$ cat src/rtl/gfx_arbiter.sv
// gfx_arbiter: two-requester pixel stream arbiter feeding one framebuffer writer.
// A requester owns the output for a whole burst (up to its last beat). Ties
// in IDLE go to the port that did not finish the previous burst, and an
// ending burst hands over directly to a waiting peer without an idle cycle.
// Optional feature macro: GFX_ARB_BURST_LIMIT_EN
//   When defined, a grant also ends on the accepted beat that brings beat_cnt
//   to MAX_BURST, even if that beat is not marked last.
module gfx_arbiter #(
    parameter int FB_X_BITS  = 10,
    parameter int FB_Y_BITS  = 9,
    parameter int PIXEL_BITS = 12,
    parameter int META_BITS  = 4,
    parameter int MAX_BURST  = 64
) (
    input  logic                          clk,
    input  logic                          reset,
    input  logic [FB_X_BITS-1:0]          s0_x,
    input  logic [FB_X_BITS-1:0]          s1_x,
    input  logic [FB_Y_BITS-1:0]          s0_y,
    input  logic [FB_Y_BITS-1:0]          s1_y,
    input  logic [PIXEL_BITS-1:0]         s0_color,
    input  logic [PIXEL_BITS-1:0]         s1_color,
    input  logic [META_BITS-1:0]          s0_meta,
    input  logic [META_BITS-1:0]          s1_meta,
    input  logic                          s0_last,
    input  logic                          s1_last,
    input  logic                          s0_valid,
    input  logic                          s1_valid,
    output logic                          s0_ready,
    output logic                          s1_ready,
    output logic [FB_X_BITS-1:0]          m_x,
    output logic [FB_Y_BITS-1:0]          m_y,
    output logic [PIXEL_BITS-1:0]         m_color,
    output logic [META_BITS-1:0]          m_meta,
    output logic                          m_last,
    output logic                          m_valid,
    input  logic                          m_ready,
    output logic [1:0]                    grant,
    output logic [$clog2(MAX_BURST+1)-1:0] beat_cnt
);

    localparam int CNT_W = $clog2(MAX_BURST + 1);
    localparam logic [CNT_W-1:0] CNT_MAX = {CNT_W{1'b1}};
    localparam logic [CNT_W-1:0] CNT_ONE = CNT_W'(1);
    localparam logic [CNT_W-1:0] CNT_ZERO = CNT_W'(0);

    typedef enum logic [1:0] {
        IDLE   = 2'd0,
        GRANT0 = 2'd1,
        GRANT1 = 2'd2
    } state_t;

    state_t           state_r;
    logic             last_grant_r;   // index of the port that finished the last burst
    logic             acc0_s;
    logic             acc1_s;
    logic             limit_hit_s;
    logic             end0_s;
    logic             end1_s;
    logic [CNT_W-1:0] cnt_inc_s;

`ifdef GFX_ARB_BURST_LIMIT_EN
    localparam logic [CNT_W-1:0] LIMIT_M1 = CNT_W'(MAX_BURST - 1);
`endif

    // Beat acceptance, burst-end and saturating count terms for the FSM.
    always_comb begin
        acc0_s = s0_valid & m_ready;
        acc1_s = s1_valid & m_ready;
`ifdef GFX_ARB_BURST_LIMIT_EN
        limit_hit_s = (beat_cnt == LIMIT_M1);
`else
        limit_hit_s = 1'b0;
`endif
        end0_s = s0_last | limit_hit_s;
        end1_s = s1_last | limit_hit_s;
        if (beat_cnt == CNT_MAX) begin
            cnt_inc_s = beat_cnt;
        end else begin
            cnt_inc_s = beat_cnt + CNT_ONE;
        end
    end

    // Ownership FSM with registered grant, beat counter and tie-break pointer.
    always_ff @(posedge clk) begin
        if (reset) begin
            state_r      <= IDLE;
            grant        <= 2'b00;
            last_grant_r <= 1'b1;
            beat_cnt     <= CNT_ZERO;
        end else begin
            case (state_r)
                IDLE: begin
                    if (s0_valid && (!s1_valid || last_grant_r)) begin
                        state_r <= GRANT0;
                        grant   <= 2'b01;
                    end else if (s1_valid) begin
                        state_r <= GRANT1;
                        grant   <= 2'b10;
                    end else begin
                        state_r <= IDLE;
                        grant   <= 2'b00;
                    end
                end
                GRANT0: begin
                    if (acc0_s && end0_s) begin
                        last_grant_r <= 1'b0;
                        beat_cnt     <= CNT_ZERO;
                        if (s1_valid) begin
                            state_r <= GRANT1;
                            grant   <= 2'b10;
                        end else begin
                            state_r <= IDLE;
                            grant   <= 2'b00;
                        end
                    end else if (acc0_s) begin
                        beat_cnt <= cnt_inc_s;
                    end else begin
                        beat_cnt <= beat_cnt;
                    end
                end
                GRANT1: begin
                    if (acc1_s && end1_s) begin
                        last_grant_r <= 1'b1;
                        beat_cnt     <= CNT_ZERO;
                        if (s0_valid) begin
                            state_r <= GRANT0;
                            grant   <= 2'b01;
                        end else begin
                            state_r <= IDLE;
                            grant   <= 2'b00;
                        end
                    end else if (acc1_s) begin
                        beat_cnt <= cnt_inc_s;
                    end else begin
                        beat_cnt <= beat_cnt;
                    end
                end
                default: begin
                    state_r  <= IDLE;
                    grant    <= 2'b00;
                    beat_cnt <= CNT_ZERO;
                end
            endcase
        end
    end

    // Output steering: owner's beat passes straight through, zeros when idle.
    always_comb begin
        m_x      = {FB_X_BITS{1'b0}};
        m_y      = {FB_Y_BITS{1'b0}};
        m_color  = {PIXEL_BITS{1'b0}};
        m_meta   = {META_BITS{1'b0}};
        m_last   = 1'b0;
        m_valid  = 1'b0;
        s0_ready = 1'b0;
        s1_ready = 1'b0;
        case (state_r)
            GRANT0: begin
                m_x      = s0_x;
                m_y      = s0_y;
                m_color  = s0_color;
                m_meta   = s0_meta;
                m_last   = s0_last;
                m_valid  = s0_valid;
                s0_ready = m_ready;
            end
            GRANT1: begin
                m_x      = s1_x;
                m_y      = s1_y;
                m_color  = s1_color;
                m_meta   = s1_meta;
                m_last   = s1_last;
                m_valid  = s1_valid;
                s1_ready = m_ready;
            end
            default: begin
                m_valid  = 1'b0;
            end
        endcase
    end

endmodule

$ cat config.mk
export PLATFORM = sky130hd
export DESIGN_NAME = gfx_arbiter
export DESIGN_NICKNAME = d
export VERILOG_FILES = /design/src/rtl/gfx_arbiter.sv
export SDC_FILE = /design/constraint.sdc
export NUM_CORES = 1
export LEC_CHECK = 0
export BUFFER_PORTS_ARGS = -buffer_cell sky130_fd_sc_hd__clkbuf_2
export CORE_MARGIN = 2
export CORE_UTILIZATION = 37
export DETAILED_ROUTE_END_ITERATION = 7
export GPL_TIMING_DRIVEN = 0
export PLACE_DENSITY = 0.95
export SLEW_MARGIN = 10
export SYNTH_ARGS = -nofsm -noshare
export SYNTH_HDL_FRONTEND = slang
export SYNTH_SLANG_ARGS = --single-unit
$ cat constraint.sdc
create_clock -name clk -period 4.1 [get_ports clk]
set_clock_uncertainty 0.2 [all_clocks]
set_input_delay 0.205 -clock clk [delete_from_list [all_inputs] [get_ports clk]]
set_output_delay 0.205 -clock clk [all_outputs]
set_load 0.02 [all_outputs]
==> flow_summary.ini <==
[placed_design]
dp_cells = 316
portBuffers = 124
dp_hpwl_um = 3494
gp_congestion = 0.8518

[cts]
cts_resized = 0
cts_buffers = 3
clock_latency_ns = 0.27
cts_sinks = 10
cts_tree = built
ctsHoldBuffers = 1
htree_num_levels = 1
path_clk_slew_ns = 0.07
cts_root_buf = clkbuf_4
post_cts.repair.setup_buffers = 0
cts_max_path_buffers = 2

[finish]
nNetsFinal = 373
multi_input_area_um2 = 839.6
final_util = 0.6490
layout.cells.non_filler = 321
n_antenna_cell = 0
drive_above_1_share = 0.4724
fillers = 269
layout_common_cells = clkbuf_2, nor2_1, a22oi_1, dfxtp_1, clkbuf_1
final_common_cell = clkbuf_2
seqCellArea_um2 = 200.2
area_growth_pct = 63.30

[power]
peakVddDrop_mv = 0.1861
powerDensity_nw_per_um2 = 269.7
p_leak_nw = 0.8929

[grt]
grt_max_degree = 11
grt-ovfl-total = 0
antenna_found_initial = 0
grt_first_pass_wirelength_um = 6313
track_usage = 0.2308
grt_pass1_vias = 1489

[worst_setup_path]
max_stage_delay_ns = 0.42
reg2reg_slack_ns = 2.00
cp_max_fo = 10
end_kind = output port
r2r_cells = 7
r2r_start = state_r[0]
crit_family = buffers and inverters
critPathMostFrequentCell = inv_1
crit_path_top_delay_cell = dfxtp_1
crit_cells = 7
cp-endpoint = m_valid
crit_buf_inv = 5
rr_endpoint = beat_cnt[4]
critical_path_required_ns = 3.69
arrival_ns = 2.24
start_kind = register
worstPathCellList = inv_1 -> ha_1 -> inv_1 -> clkbuf_1 -> buf_1 -> nor2_1 -> clkbuf_2
cp-startpoint = state_r[0]
crit_type = register to output port

[logic_synthesis]
synth-xor-area-share = 0
synthSimpleGateAreaFrac = 0.3244
synth-compound-area-share = 0.3726
ys_ff_latch = 10
mappedNetlistNets = 243
netlist_instances = 161
synthAdderAreaFrac = 0.05612
yosys_warnings = 0
yosysSeqAreaShare = 0.1796
synth.avg_cell_area_um2 = 6.924
muxShareOfSynthArea = 0
synth_top_family_by_area = compound AO/OA/AOI/OAI gates
ys_types = 33
syn_area_um2 = 1115

[timing]
fmax_mhz = 378.0
period_needed_ns = 2.646
hold_violations = 0
relSlewSlack = 0.6519
rsz0062_at_grt = no
holdWs_ns = 0.05234
setup_viol = 0
slew_violations = 0
fin_crit_sh = 0.6453
worst_pin_slew_ns = 0.5174
finalSetupTns_ns = 0

[drt]
wl_per_cell_um = 13.18
viasPerCell = 5.361
drcViolationCount = 8
dr.pass1.iters = 8
wl_um = 4231
ant_nets = 0
drt_iter0_markers = 101
num_vias = 1721

[floorplanning]
row_count = 19
core_region_area_um2 = 2805
fp.dieH_um = 58.89
pin_count = 125
die_area_um2 = 3468
initial_core_util = 0.3974
die_w_um = 58.89

[run_status]
status = complete, but fails checks
violations = design-rule violations

[worst_hold_path]
hp-class = primary input to register

[flow_run]
drv_cap = 0
flip-flops by register name, indices dropped and copies added (netlist names):
signal,flops
beat_cnt,7
state_r,2
last_grant_r,1
cells by family after synthesis:
kind of cell / Yosys count
AOI/OAI and AO/OA: 56
adders and majority gates: 5
buffers and inverters: 17
DFF: 10
and+or+nand+nor: 73
cells in the mapped netlist, drive strengths merged:
| library cell | number | area share |
|---|---|---|
| dfxtp | 10 | 0.18 |
| o21ai | 3 | 0.013 |
| nand4bb | 2 | 0.020 |
| nand4b | 1 | 0.0079 |
| or3 | 1 | 0.010 |
| a21oi | 8 | 0.036 |
| ha | 5 | 0.056 |
| a22oi | 38 | 0.26 |
| nand2b | 5 | 0.028 |
| and4 | 1 | 0.0079 |
| a221o | 1 | 0.0090 |
| o21bai | 1 | 0.010 |
| or2 | 1 | 0.0056 |
| nand3 | 4 | 0.018 |
| nand4 | 2 | 0.011 |
| clkbuf | 9 | 0.030 |
| a31oi | 2 | 0.011 |
| buf | 5 | 0.027 |
| a21boi | 2 | 0.024 |
| nor3 | 5 | 0.022 |
| a2111oi | 1 | 0.0090 |
| nor4 | 3 | 0.022 |
| and2 | 2 | 0.011 |
| inv | 3 | 0.010 |
| and3 | 2 | 0.011 |
| nand2 | 4 | 0.013 |
| nor2 | 40 | 0.13 |
routing by layer:
layer	up-vias	share of wire	track usage
met2	75	0.53	0.4571
met1	782	0.39	0.2497
met3	2	0.079	0.05495
met4	0	0.0043	0.02922
met5	-	0	0
li1	862	-	-
where the power goes:
group          switching [W]  internal [W]
combinational       0.000180      0.000114
clock              0.0000353     0.0000539
sequential        0.00000566      0.000102
through the flow:
step                      cell area (um2)  worst slack [ns]  power (W)
after floorplan                      1115             2.011  0.0003011
after global placement               1774             1.788  0.0003977
after detailed placement             1774             1.732  0.0004041
after CTS                            1821             1.417  0.0004954
after global routing                 1821             1.231  0.0005348
final                                1821             1.454  0.0004909
area by class of cell:
| class | instances | share of cell area |
|---|---|---|
| Multi-Input combinational cell | 134 | 0.4612 |
| Clock buffer | 4 | 0.01993 |
| Buffer | 14 | 0.03505 |
| Timing Repair Buffer | 125 | 0.3464 |
| Tap cell | 31 | 0.02131 |
| Inverter | 3 | 0.006186 |
| Sequential cell | 10 | 0.1100 |
worst min-delay path by stage:
stage / start / to / slack, ns / cells past startpoint
6_report: s0_valid / state_r[0] / 0.05 / 3
5_1_grt: s0_valid / state_r[0] / 0.06 / 3
4_1_cts: s0_valid / state_r[0] / 0.04 / 3
3_5_place_dp: reset / state_r[1] / 0.26 / 2
3_3_place_gp: reset / beat_cnt[0] / 0.26 / 2
2_1_floorplan: reset / beat_cnt[0] / 0.07 / 1
worst register-to-register path, delay by kind of cell, from the launching register on:
family | cells | cell delay [ns]
simple gates | 3 | 0.77
compound gates | 1 | 0.14
fa+ha+maj | 1 | 0.21
buf+inv | 2 | 0.22
flops | 1 | 0.42
(Power assumes the default switching activity.)
